**src/rtl/gpr_pkg.sv**
```systemverilog
// Shared definitions for the general-purpose register file and its clients.
// Holds the register file geometry, address/data types and the write-port
// record used by the write-back arbiter, the register file and decode.
package gpr_pkg;

    localparam int GPR_AW   = 5;
    localparam int GPR_DW   = 32;
    localparam int GPR_NREG = 32;

    typedef logic [GPR_AW-1:0] gpr_addr_t;
    typedef logic [GPR_DW-1:0] gpr_data_t;

    typedef struct packed {
        logic      we;
        gpr_addr_t addr;
        gpr_data_t data;
    } gpr_wr_t;

endpackage

```
**src/rtl/gpr_wb_arbiter_rr_arbiter.sv**
```systemverilog
// rr_arbiter: picks one requester out of a request vector.
// Build option GPR_WB_FAIR_EN:
//   defined   - rotating search starting at ptr (round robin)
//   undefined - fixed priority, requester 0 highest; no ptr port
// Ports:
//   req      in  NREQ  request vector
//   ptr      in  IW    first index searched (GPR_WB_FAIR_EN only)
//   gnt      out NREQ  one-hot grant, zero when no request
//   gnt_idx  out IW    encoded index of the grant (0 when none)
module rr_arbiter
    import gpr_pkg::*;
#(
    parameter  int NREQ = 4,
    localparam int IW   = $clog2(NREQ)
) (
    input  logic [NREQ-1:0] req,
`ifdef GPR_WB_FAIR_EN
    input  logic [IW-1:0]   ptr,
`endif
    output logic [NREQ-1:0] gnt,
    output logic [IW-1:0]   gnt_idx
);

    logic found;
    int   idx;

    always_comb begin
        gnt     = '0;
        gnt_idx = '0;
        found   = 1'b0;
        idx     = 0;
        for (int off = 0; off < NREQ; off++) begin
`ifdef GPR_WB_FAIR_EN
            idx = (int'(ptr) + off) % NREQ;
`else
            idx = off;
`endif
            if (!found && req[idx]) begin
                found    = 1'b1;
                gnt[idx] = 1'b1;
                gnt_idx  = IW'(idx);
            end
        end
    end

endmodule

```
**src/rtl/gpr_wb_arbiter.sv**
```systemverilog
// gpr_wb_arbiter: shares the register file's single write port between
// NREQ write-back requesters with a valid/ready handshake and drives a
// registered write stage (Sw/Sc/Sin) straight into the register file.
// Writes to r0 complete their handshake but never reach the file.
// Build option GPR_WB_FAIR_EN: round-robin when defined, fixed priority
// (requester 0 highest) when undefined.
// Ports:
//   clk, rst_n   clock, asynchronous active-low reset
//   req_valid    in  NREQ      requester has a write pending
//   req_addr     in  NREQ*AW   destination register per requester
//   req_data     in  NREQ*DW   write data per requester
//   req_ready    out NREQ      one-hot grant; transfer when valid & ready
//   wb_hold      in  1         block new grants
//   Sw, Sc, Sin  out           register file write enable/address/data
//   grant_id     out IW        requester whose write is on Sw/Sc/Sin
//   busy         out 1         any req_valid high
module gpr_wb_arbiter
    import gpr_pkg::*;
#(
    parameter  int NREQ = 4,
    parameter  int AW   = GPR_AW,
    parameter  int DW   = GPR_DW,
    localparam int IW   = $clog2(NREQ)
) (
    input  logic              clk,
    input  logic              rst_n,
    input  logic [NREQ-1:0]   req_valid,
    input  logic [NREQ*AW-1:0] req_addr,
    input  logic [NREQ*DW-1:0] req_data,
    output logic [NREQ-1:0]   req_ready,
    input  logic              wb_hold,
    output logic              Sw,
    output logic [AW-1:0]     Sc,
    output logic [DW-1:0]     Sin,
    output logic [IW-1:0]     grant_id,
    output logic              busy
);

    logic [NREQ-1:0] gnt;
    logic [IW-1:0]   gnt_idx;
    logic            xfer;
    logic [AW-1:0]   sel_addr;
    logic [DW-1:0]   sel_data;

    logic            sw_q, sw_d;
    logic [AW-1:0]   sc_q, sc_d;
    logic [DW-1:0]   sin_q, sin_d;
    logic [IW-1:0]   grant_id_q, grant_id_d;
`ifdef GPR_WB_FAIR_EN
    logic [IW-1:0]   rr_ptr_q, rr_ptr_d;
`endif

    rr_arbiter #(.NREQ(NREQ)) u_arb (
        .req     (req_valid),
`ifdef GPR_WB_FAIR_EN
        .ptr     (rr_ptr_q),
`endif
        .gnt     (gnt),
        .gnt_idx (gnt_idx)
    );

    // Grants are suppressed during reset as well as under hold, so nothing
    // can handshake while the output stage is cleared.
    assign req_ready = (rst_n && !wb_hold) ? gnt : '0;
    assign xfer      = |req_ready;
    assign busy      = |req_valid;
    assign sel_addr  = req_addr[int'(gnt_idx)*AW +: AW];
    assign sel_data  = req_data[int'(gnt_idx)*DW +: DW];

    always_comb begin
        sw_d       = 1'b0;
        sc_d       = sc_q;
        sin_d      = sin_q;
        grant_id_d = grant_id_q;
`ifdef GPR_WB_FAIR_EN
        rr_ptr_d   = rr_ptr_q;
`endif
        if (xfer) begin
`ifdef GPR_WB_FAIR_EN
            rr_ptr_d = (gnt_idx == IW'(NREQ - 1)) ? '0 : gnt_idx + 1'b1;
`endif
            // r0 writes are consumed here; the write stage keeps showing the
            // last real write so grant_id always matches Sc/Sin.
            if (sel_addr != '0) begin
                sw_d       = 1'b1;
                sc_d       = sel_addr;
                sin_d      = sel_data;
                grant_id_d = gnt_idx;
            end
        end
    end

    always_ff @(posedge clk or negedge rst_n) begin
        if (!rst_n) begin
            sw_q       <= 1'b0;
            sc_q       <= '0;
            sin_q      <= '0;
            grant_id_q <= '0;
`ifdef GPR_WB_FAIR_EN
            rr_ptr_q   <= '0;
`endif
        end else begin
            sw_q       <= sw_d;
            sc_q       <= sc_d;
            sin_q      <= sin_d;
            grant_id_q <= grant_id_d;
`ifdef GPR_WB_FAIR_EN
            rr_ptr_q   <= rr_ptr_d;
`endif
        end
    end

    assign Sw       = sw_q;
    assign Sc       = sc_q;
    assign Sin      = sin_q;
    assign grant_id = grant_id_q;

endmodule

```
**config.mk**
```make
export PLATFORM = sky130hd
export DESIGN_NAME = gpr_wb_arbiter
export DESIGN_NICKNAME = d
export VERILOG_FILES = /design/src/rtl/gpr_pkg.sv /design/src/rtl/gpr_wb_arbiter_rr_arbiter.sv /design/src/rtl/gpr_wb_arbiter.sv
export SDC_FILE = /design/constraint.sdc
export NUM_CORES = 1
export LEC_CHECK = 0
export CORE_ASPECT_RATIO = 0.75
export CORE_MARGIN = 4
export CORE_UTILIZATION = 37
export CTS_CLUSTER_DIAMETER = 100
export DETAILED_ROUTE_END_ITERATION = 10
export GPL_TIMING_DRIVEN = 0
export PLACE_DENSITY = 0.94
export REMOVE_ABC_BUFFERS = 1
export SYNTH_ARGS = -nofsm -noshare
export SYNTH_HDL_FRONTEND = slang
export SYNTH_SLANG_ARGS = --single-unit
```
**constraint.sdc**
```tcl
create_clock -name clk -period 3.6 [get_ports clk]
set_input_delay 0.72 -clock clk [delete_from_list [all_inputs] [get_ports clk]]
set_output_delay 0.72 -clock clk [all_outputs]
set_load 0.1 [all_outputs]
```
* Word level (Yosys, flattened, before mapping)
Cells that the tools add are included.
** Word-level totals
- Register bits after elaboration :: 40
- Input bits :: 155
- Output and inout bits :: 45
- Logic and storage cells :: 31
** Operators by class
- Multipliers :: 1
- Shift operators :: 2
- Mux-type cells :: 12
- Reduce and logical (&&, ||, !) cells :: 12
** Operators by type and width (count)
- $shiftx A128 B8 Y32 :: 1
- $shiftx A20 B6 Y5 :: 1
- $mux W1 :: 9
- $reduce_or A4 Y1 :: 2
- $mul A2 B3 Y5 const B :: 1
- $reduce_bool A5 Y1 :: 1
- $logic_and A1 B1 Y1 :: 4
- $logic_not A1 Y1 :: 4
- $mux W2 :: 2
- $mux W4 :: 1
- $reduce_and A2 Y1 :: 1

* Depth between registers and ports, before layout
- Depth after elaboration :: 15
- Gate-level depth with buffers :: 9
- Gate-level depth less buffers :: 5

* By module
Synthesis repeated with hierarchy kept, for this count alone.
** Second synthesis, totals
- Cell total of the unflattened synthesis :: 154
- Area, all modules :: 2547.4 um^2
** Modules (own cells, without submodules)
- gpr_wb_arbiter :: times used 1, cells each 145, area an instance 2483.6 um^2, seq. area each 1001.0 um^2
- rr_arbiter :: times used 1, cells each 9, area an instance 63.8 um^2, seq. area each 0.0 um^2

* Worst setup path after synthesis
Ideal clock, no wire load.
- Path type :: in2out
- Start :: input port req_valid[0]
- End :: output port req_ready[2]
- Arrival :: 2.798 ns
- Data required time :: 2.880 ns
- Slack :: 0.082 ns
- Cell stages on the path :: 5
- Path buffers :: 2
- Cells stage by stage :: buf_2 -> nor2_1 -> clkbuf_1 -> nand2_1 -> nor2_1
** Between the ends
- Cells in the longest elaborated chain, start to end :: 8
** Ends and longest elaborated chain
- start, declared :: line gpr_wb_arbiter.sv:27 : input logic [NREQ-1:0] req_valid,
- $mux W1 * :: line gpr_wb_arbiter_rr_arbiter.sv:38 : if (!found && req[idx]) begin
- $logic_not A1 Y1 :: line gpr_wb_arbiter_rr_arbiter.sv:38
- $logic_and A1 B1 Y1 :: line gpr_wb_arbiter_rr_arbiter.sv:38
- $mux W1 * :: line gpr_wb_arbiter_rr_arbiter.sv:38
- $logic_not A1 Y1 * :: line gpr_wb_arbiter_rr_arbiter.sv:38
- $logic_and A1 B1 Y1 * :: line gpr_wb_arbiter_rr_arbiter.sv:38
- $mux W1 * :: line gpr_wb_arbiter_rr_arbiter.sv:38
- $mux W4 * :: line gpr_wb_arbiter.sv:64 : assign req_ready = (rst_n && !wb_hold) ? gnt : '0;
- end, declared :: line gpr_wb_arbiter.sv:30 : output logic [NREQ-1:0] req_ready,
Every way passes the cells marked *; elsewhere a longest branch is shown, timed or not.

* Worst setup path after layout
- Start :: input port req_valid[0]
- End :: output port req_ready[3]
** Between the ends
- Cells in the longest elaborated chain, start to end :: 11
** Ends and longest elaborated chain (line)
- $mux W1 * :: gpr_wb_arbiter_rr_arbiter.sv:38
- $logic_not A1 Y1 :: gpr_wb_arbiter_rr_arbiter.sv:38
- $logic_and A1 B1 Y1 :: gpr_wb_arbiter_rr_arbiter.sv:38
- $mux W1 * :: gpr_wb_arbiter_rr_arbiter.sv:38
- $logic_not A1 Y1 :: gpr_wb_arbiter_rr_arbiter.sv:38
- $logic_and A1 B1 Y1 :: gpr_wb_arbiter_rr_arbiter.sv:38
- $mux W1 * :: gpr_wb_arbiter_rr_arbiter.sv:38
- $logic_not A1 Y1 * :: gpr_wb_arbiter_rr_arbiter.sv:38
- $logic_and A1 B1 Y1 * :: gpr_wb_arbiter_rr_arbiter.sv:38
- $mux W1 * :: gpr_wb_arbiter_rr_arbiter.sv:38
- $mux W4 * :: gpr_wb_arbiter.sv:64
Marks and branches as above.

==> results.yml <==
power:
  leakagePower_uw: 0.00204
  p_comb_frac: 0.605
  p_switching_uw: 1130
  seqPwrFrac: 0.268
  netSwitchingFraction: 0.511
  p_per_area_nw_per_um2: 452
  power.internal_uw: 1080
  clkPwrFrac: 0.127
  max-vdd-ir-drop_mv: 0.221
synth:
  synth_area_um2: 2670
  syn_inst: 318
  ys_warn_count: 0
  netlist.area_leader.share: 0.375
  ys_top_cells_by_count: "nand2_1 (61), dfrtp_1 (40), inv_1 (40)"
  ys_top_cells_by_area: "dfrtp_1 (38%), a222oi_1 (12%), mux2i_1 (12%), nand2_1 (8.6%), o21ai_0 (5.8%)"
  yosys.area.top_type: "dfrtp_1"
  synth_most_common_cell: "nand2_1"
  synth_edf_count: 0
  ys_seq_elements: 40
  avgSynthCellArea_um2: 8.39
  synth_ff_type: "dfrtp_1"
  yosysSeqAreaShare: 0.375
  synth_cell_types: 34
  async_flop_share: 1.00
final_layout:
  area_growth_pct: 83.4
  nFillCells: 535
  antenna_cells: 0
  drive_gt1_frac: 0.0497
  final_area_um2: 4890
  nets: 658
placement:
  io_buffers: 199
  place.gp.congestion: 0.800
  hpwl_mm: 8.00
  dpl_cell_area_um2: 4790
setup_path:
  path_delay_family: "buffers and inverters"
  crit_path_end_kind: "output port"
  r2r-start: "grant_id[1]"
  path_depth: 4
  rr_endpoint: "grant_id[1]"
  timing.critical_path.from: "req_valid[0]"
  r2r_slack_ns: 2.83
  cp_data_arrival_time_ns: 2.74
  cp_slowest_stage_delay_ns: 0.67
  path_buf_inv: 2
  cp.required_ns: 2.88
  slowest_stage: "clkdlybuf4s50_1"
  start_kind: "primary input"
  critical_path_class: "in2out"
  reg2reg_depth: 1
  cp_max_fo: 14
  path_cells: "clkdlybuf4s50_1, or4b_1, nor2_1, clkdlybuf4s15_2"
  crit_end: "req_ready[3]"
sta:
  fin_crit_sh: 0.960
  hold_viol: 0
  rsz0062_at_grt: "false"
  setup_violations: 0
  slew_viol_final: 0
  fin_worst_skew_ns: 0
  fin_crit_ns: 3.46
  fin_tns_setup_ns: 0
  fmax_mhz: 289
  relSlewSlack: 0.181
  tightest_slew_ns: 1.23
clocking:
  cts_buffers: 5
  cts_setup_buffers: 0
  cts-root-buf: "clkbuf_8"
  clock_path_buffers: 2
  cts.sinks: 40
  worstSkewPairLatency_ns: 0.28
  cts_tree: "done"
  path_clk_slew_ns: 0.08
  ctsHoldBuffers: 0
  ctsHtreeMaxLevel: 2
grt:
  antenna_found_initial: 0
  grt_usage: 0.243
  overflow: 0
  grt_max_degree: 41
  grt_pass1_wl_mm: 16.7
  grt_pass1_vias: 3365
routing:
  drcViolationCount: 0
  routed_wl_mm: 10.8
  avgViaCountPerCell: 5.37
  first_pass_iters: 7
  drt-initial-drc-count: 224
  wl_per_cell_um: 18.0
  via_count: 3229
  ant_nets: 0
hold_path:
  min_path_type: "in2async"
status:
  outcome: "finished clean"
floorplan:
  dieHeight_um: 81.6
  design.core.area_um2: 6900
  die_x_um: 106
  pin_count: 200
  row_count: 26
  initial_core_util: 0.387
  die_area_um2: 8650
run:
  drv_cap: 0
==> layer usage <==
metal / wire, µm / vias to the layer above / track usage
met3: 960 / 14 / 0.0668
met2: 5500 / 162 / 0.460
met5: 0 / - / 0
li1: - / 1520 / -
met1: 4190 / 1533 / 0.273
met4: 159 / 0 / 0.0621
==> kinds of logic (layout without fill, tap and decap cells) <==
family,Yosys count,after routing,synth area share
mux,34,34,0.128
buf+inv,67,251,0.101
simple gates,90,90,0.150
compound gates,87,88,0.246
flops,40,40,0.375
==> registers in the layout, summed over array words and instances (netlist names) <==
register and cells:
Sc 5, Sin 32, grant_id 2, Sw 1
==> stage by stage <==
stage / setup slack (ns) / total power (µW) / hold WS (ns) / cells / utilization
2_1_floorplan: -1.75 / 1460 / 0.424 / 291 / -
3_3_place_gp: -4.27 / 1900 / 0.470 / 588 / 0.676
3_5_place_dp: -1.09 / 1940 / 0.478 / 593 / 0.695
4_1_cts: 0.0296 / 2230 / 0.202 / 601 / 0.710
5_1_grt: 0.0240 / 2310 / 0.191 / 601 / 0.710
6_report: 0.143 / 2210 / 0.214 / 601 / 0.710
==> area by class of cell <==
| type | instances | area, µm² | area share |
|---|---|---|---|
| inverter | 40 | 150 | 0.0307 |
| tap | 98 | 123 | 0.0251 |
| clock buffer | 6 | 72.6 | 0.0148 |
| sequential | 40 | 1000 | 0.205 |
| multi-input combinational | 212 | 1440 | 0.295 |
| timing repair buffer | 204 | 2100 | 0.429 |
| clock inverter | 1 | 5.00 | 0.00102 |
==> cell usage in the layout, fill, tap and decap left out, types with 2 or more instances in the layout <==
master,n
a21oi_1,5
a222oi_1,33
a22o_1,4
buf_16,3
buf_2,2
clkbuf_8,5
clkdlybuf4s15_2,4
clkdlybuf4s50_1,190
dfrtp_1,40
inv_1,40
mux2i_1,33
nand2_1,61
nand2b_1,4
nor2_1,8
nor2b_1,4
nor3_1,2
o21ai_0,31
o221ai_1,2
o22ai_1,3
or3_1,3
or4b_1,3
==> power by group through the flow <==
| stage | Clock (µW) | Sequential, µW | Combinational, µW |
|---|---|---|---|
| global placement | 0 | 592 | 1310 |
| CTS | 294 | 592 | 1350 |
| detailed placement | 0 | 599 | 1340 |
| finish | 281 | 592 | 1340 |
| global route | 314 | 602 | 1390 |
| floorplan | 0 | 1270 | 199 |
==> worst min path at each step <==
stage	start	end	slack, ns	cells after the start
6_report	rst_n	Sc[0]	0.21	1
5_1_grt	rst_n	Sc[0]	0.19	1
4_1_cts	rst_n	Sc[0]	0.20	1
3_5_place_dp	grant_id[1]	grant_id[1]	0.48	1
3_3_place_gp	grant_id[1]	grant_id[1]	0.47	1
2_1_floorplan	rst_n	Sc[0]	0.42	0
==> timing repair <==
item,CTS,global route
pin swaps,1,0
setup endpoints to repair,44,6
gates cloned,1,0
resized for setup,16,3
Power figures use the tool's default switching activity.
